`src/rtl/smj_pkg.sv`:
```
// Shared types, constants and tile-validity helper for the 5-tile hand judge.
package smj_pkg;

    typedef logic [5:0] tile_t;

    typedef enum logic [1:0] {
        IDLE    = 2'd0,
        COLLECT = 2'd1,
        JUDGE   = 2'd2,
        HOLD    = 2'd3
    } state_e;

    localparam tile_t       TILE_INVALID = 6'b001111;
    localparam logic [1:0]  VERDICT_FOUL = 2'b01;
    localparam logic [1:0]  VERDICT_OK   = 2'b00;
    localparam int          HAND_SIZE    = 5;

    function automatic logic is_invalid_tile(input tile_t t);
        return (t == 6'b000111) || (t == 6'b001000) || (t[3:0] >= 4'd9);
    endfunction

endpackage

```
`src/rtl/smj_judge.sv`:
```
// Combinational hand judge: foul if any tile is invalid or all five match.
module smj_judge
    import smj_pkg::*;
(
    input  tile_t      n0,
    input  tile_t      n1,
    input  tile_t      n2,
    input  tile_t      n3,
    input  tile_t      n4,
    output logic [1:0] verdict
);

    tile_t m0, m1, m2, m3, m4;
    logic  any_bad;
    logic  all_eq;

    always_comb begin
        m0 = is_invalid_tile(n0) ? TILE_INVALID : n0;
        m1 = is_invalid_tile(n1) ? TILE_INVALID : n1;
        m2 = is_invalid_tile(n2) ? TILE_INVALID : n2;
        m3 = is_invalid_tile(n3) ? TILE_INVALID : n3;
        m4 = is_invalid_tile(n4) ? TILE_INVALID : n4;
        any_bad = (m0 == TILE_INVALID) || (m1 == TILE_INVALID) || (m2 == TILE_INVALID)
               || (m3 == TILE_INVALID) || (m4 == TILE_INVALID);
        all_eq  = (m0 == m1) && (m0 == m2) && (m0 == m3) && (m0 == m4);
        verdict = (any_bad || all_eq) ? VERDICT_FOUL : VERDICT_OK;
    end

endmodule

```
`src/rtl/smj_hand_ctrl.sv`:
```
// Tile-stream sequencer: assembles 5-tile hands, judges them, returns a verdict.
// Define SMJ_STATS_EN to add the saturating hand_cnt / foul_cnt statistics.
//
// state   | meaning
// IDLE    | waiting for the first tile of a hand
// COLLECT | tiles 2..5 arriving, inter-tile timeout armed
// JUDGE   | register the verdict of the full hand
// HOLD    | verdict offered until downstream takes it
module smj_hand_ctrl
    import smj_pkg::*;
#(
    parameter int TIMEOUT = 16,
    parameter int CNT_W   = 8
) (
    input  logic             clk,
    input  logic             rst_n,
    input  logic             in_valid,
    output logic             in_ready,
    input  logic [5:0]       in_tile,
    output logic             out_valid,
    input  logic             out_ready,
    output logic [1:0]       out_data,
    output logic             err_timeout
`ifdef SMJ_STATS_EN
    ,
    output logic [CNT_W-1:0] hand_cnt,
    output logic [CNT_W-1:0] foul_cnt
`endif
);

    localparam int TW = (TIMEOUT < 2) ? 1 : $clog2(TIMEOUT + 1);
    localparam logic [TW-1:0] TO_LAST = (TIMEOUT == 0) ? '0 : TW'(TIMEOUT - 1);
    localparam logic [2:0]    IDX_LAST = 3'(HAND_SIZE - 1);

    state_e          state_q;
    logic [2:0]      idx_q;
    logic [TW-1:0]   timer_q;
    tile_t           slot_q [HAND_SIZE];
    logic            in_ready_q;
    logic            out_valid_q;
    logic [1:0]      out_data_q;
    logic            err_q;
    logic [1:0]      verdict;
    logic            accept;
    logic            handshake;

    assign accept    = in_valid && in_ready_q;
    assign handshake = out_valid_q && out_ready;

    smj_judge u_judge (
        .n0      (slot_q[0]),
        .n1      (slot_q[1]),
        .n2      (slot_q[2]),
        .n3      (slot_q[3]),
        .n4      (slot_q[4]),
        .verdict (verdict)
    );

    always_ff @(posedge clk or negedge rst_n) begin
        if (!rst_n) begin
            state_q     <= IDLE;
            idx_q       <= '0;
            timer_q     <= '0;
            in_ready_q  <= 1'b0;
            out_valid_q <= 1'b0;
            out_data_q  <= VERDICT_OK;
            err_q       <= 1'b0;
            for (int i = 0; i < HAND_SIZE; i++) slot_q[i] <= '0;
        end else begin
            err_q <= 1'b0;
            case (state_q)
                IDLE: begin
                    in_ready_q <= 1'b1;
                    timer_q    <= '0;
                    if (accept) begin
                        slot_q[0] <= in_tile;
                        idx_q     <= 3'd1;
                        state_q   <= COLLECT;
                    end
                end
                COLLECT: begin
                    if (accept) begin
                        slot_q[idx_q] <= in_tile;
                        timer_q       <= '0;
                        if (idx_q == IDX_LAST) begin
                            in_ready_q <= 1'b0;
                            state_q    <= JUDGE;
                        end else begin
                            idx_q <= idx_q + 3'd1;
                        end
                    end else if (TIMEOUT != 0) begin
                        // Expiry only on a no-accept cycle, so a late tile always wins.
                        if (timer_q == TO_LAST) begin
                            err_q   <= 1'b1;
                            idx_q   <= '0;
                            timer_q <= '0;
                            state_q <= IDLE;
                        end else begin
                            timer_q <= timer_q + 1'b1;
                        end
                    end
                end
                JUDGE: begin
                    in_ready_q  <= 1'b0;
                    out_data_q  <= verdict;
                    out_valid_q <= 1'b1;
                    state_q     <= HOLD;
                end
                HOLD: begin
                    if (handshake) begin
                        out_valid_q <= 1'b0;
                        idx_q       <= '0;
                        in_ready_q  <= 1'b1;
                        state_q     <= IDLE;
                    end
                end
                default: state_q <= IDLE;
            endcase
        end
    end

    assign in_ready    = in_ready_q;
    assign out_valid   = out_valid_q;
    assign out_data    = out_data_q;
    assign err_timeout = err_q;

`ifdef SMJ_STATS_EN
    logic [CNT_W-1:0] hand_cnt_q;
    logic [CNT_W-1:0] foul_cnt_q;

    always_ff @(posedge clk or negedge rst_n) begin
        if (!rst_n) begin
            hand_cnt_q <= '0;
            foul_cnt_q <= '0;
        end else if (handshake) begin
            if (hand_cnt_q != '1) hand_cnt_q <= hand_cnt_q + 1'b1;
            if ((out_data_q == VERDICT_FOUL) && (foul_cnt_q != '1)) foul_cnt_q <= foul_cnt_q + 1'b1;
        end
    end

    assign hand_cnt = hand_cnt_q;
    assign foul_cnt = foul_cnt_q;
`endif

endmodule

```
`config.mk`:
```
export PLATFORM = sky130hd
export DESIGN_NAME = smj_hand_ctrl
export DESIGN_NICKNAME = d
export VERILOG_FILES = /design/src/rtl/smj_pkg.sv /design/src/rtl/smj_judge.sv /design/src/rtl/smj_hand_ctrl.sv
export SDC_FILE = /design/constraint.sdc
export NUM_CORES = 1
export LEC_CHECK = 0
export CORE_MARGIN = 10
export CORE_UTILIZATION = 63
export DETAILED_ROUTE_END_ITERATION = 12
export PLACE_DENSITY = 0.93
export SETUP_SLACK_MARGIN = 0.5
export SLEW_MARGIN = 20
export SYNTH_ARGS = -nofsm -noshare
export SYNTH_HDL_FRONTEND = slang
export SYNTH_HIERARCHICAL = 1
export SYNTH_SLANG_ARGS = --single-unit
```
`constraint.sdc`:
```
create_clock -name clk -period 4.9 [get_ports clk]
set_input_delay 1.47 -clock clk [delete_from_list [all_inputs] [get_ports clk]]
set_output_delay 1.47 -clock clk [all_outputs]
set_load 0.02 [all_outputs]
```
Yosys cells after proc, flatten, opt, wreduce, memory -nomap -nowiden
Cells that the tools add are included.

storage, ports and cells
  flip-flop bits (word level) = 45
  output and inout port bits = 5
  word-level logic and storage cells = 120

operators by class
  add/subtract/negate cells = 2
  bitwise logic cells = 1
  $lt $le $gt $ge = 7
  muxes and demuxes = 36
  equal/unequal tests = 31
  reductions and logical operators = 31

operators with widths
  operator                                                               count
  6-bit by 4-bit equality test with 1-bit output, second input constant  10
  6-bit 2-to-1 mux                                                       7
  30-bit bitwise mux                                                     1
  6-bit by 3-bit equality test with 1-bit output, second input constant  5
  30-bit 2-to-1 mux                                                      1
  6-bit equality test                                                    4
  4-bit greater-or-equal comparator, second input constant               6
  6-bit demux with 3-bit select                                          1
  1-bit logical OR                                                       15
  3-bit 2-to-1 mux                                                       5
  6-bit case mux with 2 select lines                                     1
  2-bit 2-to-1 mux                                                       5
  5-bit 2-to-1 mux                                                       2
  5-bit case mux with 2 select lines                                     1
  3-bit != test, second input constant                                   3
  3-bit case mux with 3 select lines                                     1
  1-bit 2-to-1 mux                                                       8
  2-bit != test, second input constant                                   4
  2-bit case mux with 4 select lines                                     1
  1-bit logical AND                                                      6
  3-bit AND reduction                                                    2
  5-bit by 1-bit adder with 5-bit output, second input constant          1
  5-bit by 4-bit equality test with 1-bit output, second input constant  1
  5-bit AND reduction                                                    1
  13 further kinds                                                       16

Logic depth before layout (Yosys ltp)
  word-level depth = 11
  gate-level depth with buffers = 8
  depth with buffers taken out = 8

Modules after synthesis
Netlist, hierarchy kept.

modules (own cells, without submodules)
  module         area an instance (um2)  cells each  sequential area each (um2)  times used
  smj_hand_ctrl  2037.0                  145         1126.1                      1
  smj_judge      655.6                   101         0.0                         1

Worst setup path before layout
No wires, ideal clock.

  kind = input -> register
  start = input in_valid
  end = register slot_q[10] (netlist bit)
  slack = 2.323 ns
  required time = 4.775 ns
  library setup time = 0.125 ns
  arrival time = 2.452 ns
  stages on the path = 4
  cells stage by stage = nand3_4 or4_4 buf_6 mux2_4

between the ends
  cells in the longest elaborated chain, start to end = 2

ends and longest elaborated chain
  item                                  line                 text
  start: declaration                    smj_hand_ctrl.sv:17  input logic in_valid,
  1-bit logical AND                     smj_hand_ctrl.sv:47  assign accept = in_valid && in_ready_q;
  2-bit AND reduction (no source line)  --
  end signal: indexed assignment        smj_hand_ctrl.sv:83  slot_q[idx_q] <= in_tile;
  end: declaration                      smj_hand_ctrl.sv:38  tile_t slot_q [HAND_SIZE];

No other way between the ends.
A chain may end at the register's enable or synchronous reset.

Worst setup path after layout
  start = input in_valid
  end = register idx_q[1]

between the ends
  cells in the longest elaborated chain, start to end = 3
  elaborated cells on any way between the ends = 7
  those cells by class = eq/ne (3); mux (2); reduce/logical (2)

ends and longest elaborated chain
  item                                                                                        line                 text
  1-bit logical AND (*)                                                                       smj_hand_ctrl.sv:47
  3-bit != test (no source line), or another cell as far along                                --
  5-bit AND reduction (no source line) or 3-bit case mux with 3 select lines (tied branches)  --
  end signal: assignment                                                                      smj_hand_ctrl.sv:89  idx_q <= idx_q + 3'd1;
  end: declaration                                                                            smj_hand_ctrl.sv:36  logic [2:0] idx_q;

Every way passes the cells marked *; elsewhere a longest branch is shown, timed or not.

==> metrics.log <==
INFO  metric maximum_clock_insertion_buffer_count = 2
INFO  metric path_cells = clkdlybuf4s50_1 > a21boi_0 > a2111oi_4 > o21ai_0 > a32o_1
INFO  metric timing.slew.headroom = 34.1%
INFO  metric largest_net_degree_at_the_start_of_global_routing = 46
INFO  metric post-route-drc-count = 0
INFO  metric timing.setup.tns = 0 ns
INFO  metric crit_slowest_cell = sky130_fd_sc_hd__clkdlybuf4s50_1
INFO  metric r2r-end = out_data[0]$_DFFE_PN0P_
INFO  metric route.vias.total = 2050
INFO  metric finish.instance_area = 2950 µm²
INFO  metric final-instance-count-excl-fill = 315
INFO  metric grt_first_pass_wirelength = 9780 µm
INFO  metric critPathKind = input port to flop
INFO  metric cts_tree = built
INFO  metric worstPathArrival = 3.12 ns
INFO  metric globalRouteOverflowTotal = 0
INFO  metric tightest_slew = 0.988 ns
INFO  metric timing_hold_violations_final = 0
INFO  metric cts-htree-levels = 2
INFO  metric post-place-ws = 1.68 ns
INFO  metric yosys.cell_types.count = 59
INFO  metric dr.pass1.iters = 4
INFO  metric power.density = 591 nW/µm²
INFO  metric diodes = 0
INFO  metric vias_per_cell = 6.51
INFO  metric groute.usage.overall = 16.5%
INFO  metric syn_avg_cell_area = 10.9 µm²
INFO  metric placed_cells_incl_taps = 307
INFO  metric holdCritPathClass = flop to flop
INFO  metric io_buffers = 14
INFO  metric number_of_cells_traversed_by_the_worst_register_to_register_path = 8
INFO  metric worst_hold_path.num_cells = 1
INFO  metric syn-instance-count = 246
INFO  metric ys.warnings.count = 6
INFO  metric area.growth.synth_to_final = 9.67%
INFO  metric synth_flop_cell = sky130_fd_sc_hd__dfrtp_1
INFO  metric cts_made_buffers = 5
INFO  metric timing.reg2reg.setup_slack = 2.56 ns
INFO  metric pins_over_slew_limit = 0
INFO  metric synth.cell_area = 2690 µm²
INFO  metric cts_setup_buffers = 0
INFO  metric number_of_enable_flip_flop_cells_after_synthesis = 0
INFO  metric hold_slack = 0.455 ns
INFO  metric start_kind = input port
INFO  metric place_area = 2870 µm²
INFO  metric critical_path.reg2reg.startpoint = slot_q[25]$_DFFE_PN0P_
INFO  metric drt_iter0_drcs = 177
INFO  metric antenna_found_initial = 0
INFO  metric floorplan.initialDensity = 66.4%
INFO  metric post_cts_resized = 0
INFO  metric post_cts_hold_buffer_count = 0
INFO  metric yosys.area.top_type_share = 41.8%
INFO  metric clock_insertion_delay_worst_skew = 0.30 ns
INFO  metric route.antenna.remaining_nets = 0
INFO  metric cts_root_buf = sky130_fd_sc_hd__clkbuf_8
INFO  metric layout_worst_path_cycle_share = 59.7%
INFO  metric postRouteWirelength = 5830 µm
INFO  metric fmax = 342 MHz
INFO  metric finalWorstSetupSlack = 1.98 ns
INFO  metric max_stage_delay = 0.58 ns
INFO  metric yosys.area.top_type = sky130_fd_sc_hd__dfrtp_1
INFO  metric place.detailed.hpwl = 4200 µm
INFO  metric clock-sinks = 45
INFO  metric fin_util = 72.8%
INFO  metric core_area = 4060 µm²
INFO  metric finish.net_count = 282
INFO  metric finalWorstPathRequiredPeriod = 2.92 ns
INFO  metric worstHoldEndpoint = err_timeout$_DFF_PN0_
INFO  metric totalPowerFinal = 1.74 mW
INFO  metric place.gp.congestion = 0.942
INFO  metric cp_max_fo = 5
INFO  metric synth-async-reset-ratio = 100%
INFO  metric maxCapViolations = 0
INFO  metric row_count = 23
INFO  metric ir_worst_vdd = 0.352 mV
INFO  metric run_status = completed
INFO  metric die_w = 85.4 µm
INFO  metric floorplan.die_area = 7290 µm²
INFO  metric pin_count = 15
INFO  metric ys_seq_area_share = 41.8%
INFO  metric clk_transition_reported_paths = 0.08 ns
INFO  metric ys_ff_latch = 45
INFO  metric finalSetupViolCount = 0
INFO  metric synthesized_nets = 264
INFO  metric ys_top_cells_by_area = sky130_fd_sc_hd__dfrtp_1, sky130_fd_sc_hd__mux2_2, sky130_fd_sc_hd__ha_1
INFO  metric die_y = 85.4 µm
INFO  metric final_layout_size_suffix_gt1_share = 21.5%
INFO  metric hold_start = timer_q[4]$_DFFE_PN0P_
INFO  metric finClkSkew = 0.00403 ns
INFO  metric cp-end-kind = flop
INFO  metric cp_data_required_time = 5.10 ns
INFO  metric leakagePower = 1.27 nW
INFO  metric avgRoutedWirePerCell = 18.5 µm
INFO  metric grt_setup_unrepaired = no
INFO  metric first_global_vias = 2049
==> kinds of logic after synthesis <==
group	count (synthesis)	synth area share, %
mux	36	15.8
compound gates	69	19.3
flops	45	41.8
simple gates	72	16.3
xor+xnor	2	0.651
fa+ha+maj	8	3.72
buf+inv	13	2.28
other cells	1	0.139
==> flip-flops by register name, indices dropped and copies added, names as in the netlist, named ones only <==
name / count
out_valid: 1
state_q: 1
timer_q: 5
out_data: 2
in_ready: 1
slot_q: 30
idx_q: 3
err_timeout: 1
==> cell usage after synthesis, types with 3 or more instances <==
| master | number |
|---|---|
| sky130_fd_sc_hd__a211o_1 | 3 |
| sky130_fd_sc_hd__a21oi_1 | 12 |
| sky130_fd_sc_hd__a31o_2 | 3 |
| sky130_fd_sc_hd__a31oi_1 | 3 |
| sky130_fd_sc_hd__a32o_1 | 3 |
| sky130_fd_sc_hd__a41oi_1 | 4 |
| sky130_fd_sc_hd__dfrtp_1 | 45 |
| sky130_fd_sc_hd__ha_1 | 8 |
| sky130_fd_sc_hd__inv_1 | 8 |
| sky130_fd_sc_hd__mux2_2 | 28 |
| sky130_fd_sc_hd__mux2_4 | 6 |
| sky130_fd_sc_hd__nand2_1 | 19 |
| sky130_fd_sc_hd__nand2b_1 | 4 |
| sky130_fd_sc_hd__nand3_1 | 7 |
| sky130_fd_sc_hd__nor2_1 | 12 |
| sky130_fd_sc_hd__nor2b_1 | 4 |
| sky130_fd_sc_hd__nor4bb_1 | 3 |
| sky130_fd_sc_hd__o21ai_0 | 9 |
| sky130_fd_sc_hd__o31ai_1 | 9 |
| sky130_fd_sc_hd__or3_1 | 4 |
==> per-layer routing <==
layer  vias to the layer above  GRT usage [%]  share of wire, %
li1                        979              -                 -
met1                       985           21.5                46
met2                        70           24.7                45
met3                        16           4.30               5.9
met4                         0           7.93               3.0
met5                         -              0                 0
==> power by group <==
group / total, mW / leakage [nW] / switching [mW] / internal, mW
Clock: 0.228 / 0.0439 / 0.130 / 0.0985
Combinational: 0.824 / 0.640 / 0.429 / 0.395
Sequential: 0.692 / 0.585 / 0.191 / 0.501
Total: 1.74 / 1.27 / 0.750 / 0.995
==> cells in the final DEF (no fill, tap or decap), types with 3 or more instances in the layout <==
cell / count
sky130_fd_sc_hd__a211o_1: 3
sky130_fd_sc_hd__clkbuf_8: 5
sky130_fd_sc_hd__nor4bb_1: 3
sky130_fd_sc_hd__ha_1: 8
sky130_fd_sc_hd__nand3_1: 7
sky130_fd_sc_hd__mux2_4: 6
sky130_fd_sc_hd__a31oi_1: 3
sky130_fd_sc_hd__nor2b_1: 4
sky130_fd_sc_hd__a32o_1: 3
sky130_fd_sc_hd__dfrtp_1: 45
sky130_fd_sc_hd__mux2_2: 28
sky130_fd_sc_hd__clkdlybuf4s50_1: 13
sky130_fd_sc_hd__or3_1: 4
sky130_fd_sc_hd__a21oi_1: 12
sky130_fd_sc_hd__nor2_1: 12
sky130_fd_sc_hd__o21ai_0: 9
sky130_fd_sc_hd__a31o_2: 3
sky130_fd_sc_hd__o31ai_1: 9
sky130_fd_sc_hd__a41oi_1: 4
sky130_fd_sc_hd__inv_1: 8
sky130_fd_sc_hd__nand2b_1: 4
sky130_fd_sc_hd__nand2_1: 19
==> worst max-delay path by stage <==
stage / start / cells past startpoint / slack, ns / to
6_report: in_valid / 5 / 1.98 / idx_q[1]$_DFFE_PN0P_
3_3_place_gp: in_valid / 4 / 1.72 / slot_q[6]$_DFFE_PN0P_
3_5_place_dp: in_valid / 5 / 1.68 / idx_q[1]$_DFFE_PN0P_
4_1_cts: in_ready$_DFFE_PN0P_ / 1 / 1.98 / in_ready
5_1_grt: in_valid / 5 / 1.90 / idx_q[1]$_DFFE_PN0P_
2_1_floorplan: in_valid / 4 / 2.32 / slot_q[10]$_DFFE_PN0P_
==> critical path, delay by kind of cell <==
family	cells	cell delay, ns
AO/OA/AOI/OAI	4	1.07
buffers and inverters	1	0.58
==> area by class of cell <==
type / instances / area [µm²]
clock buffers: 5 / 68.8
inverters: 10 / 37.5
well taps: 50 / 62.6
flip-flops and latches: 45 / 1130
clock inverters: 3 / 17.5
repair buffers: 14 / 135
multi-input cells: 188 / 1510
fillers: 275 / 1100
No activity file was read; power rests on OpenSTA's default activity.
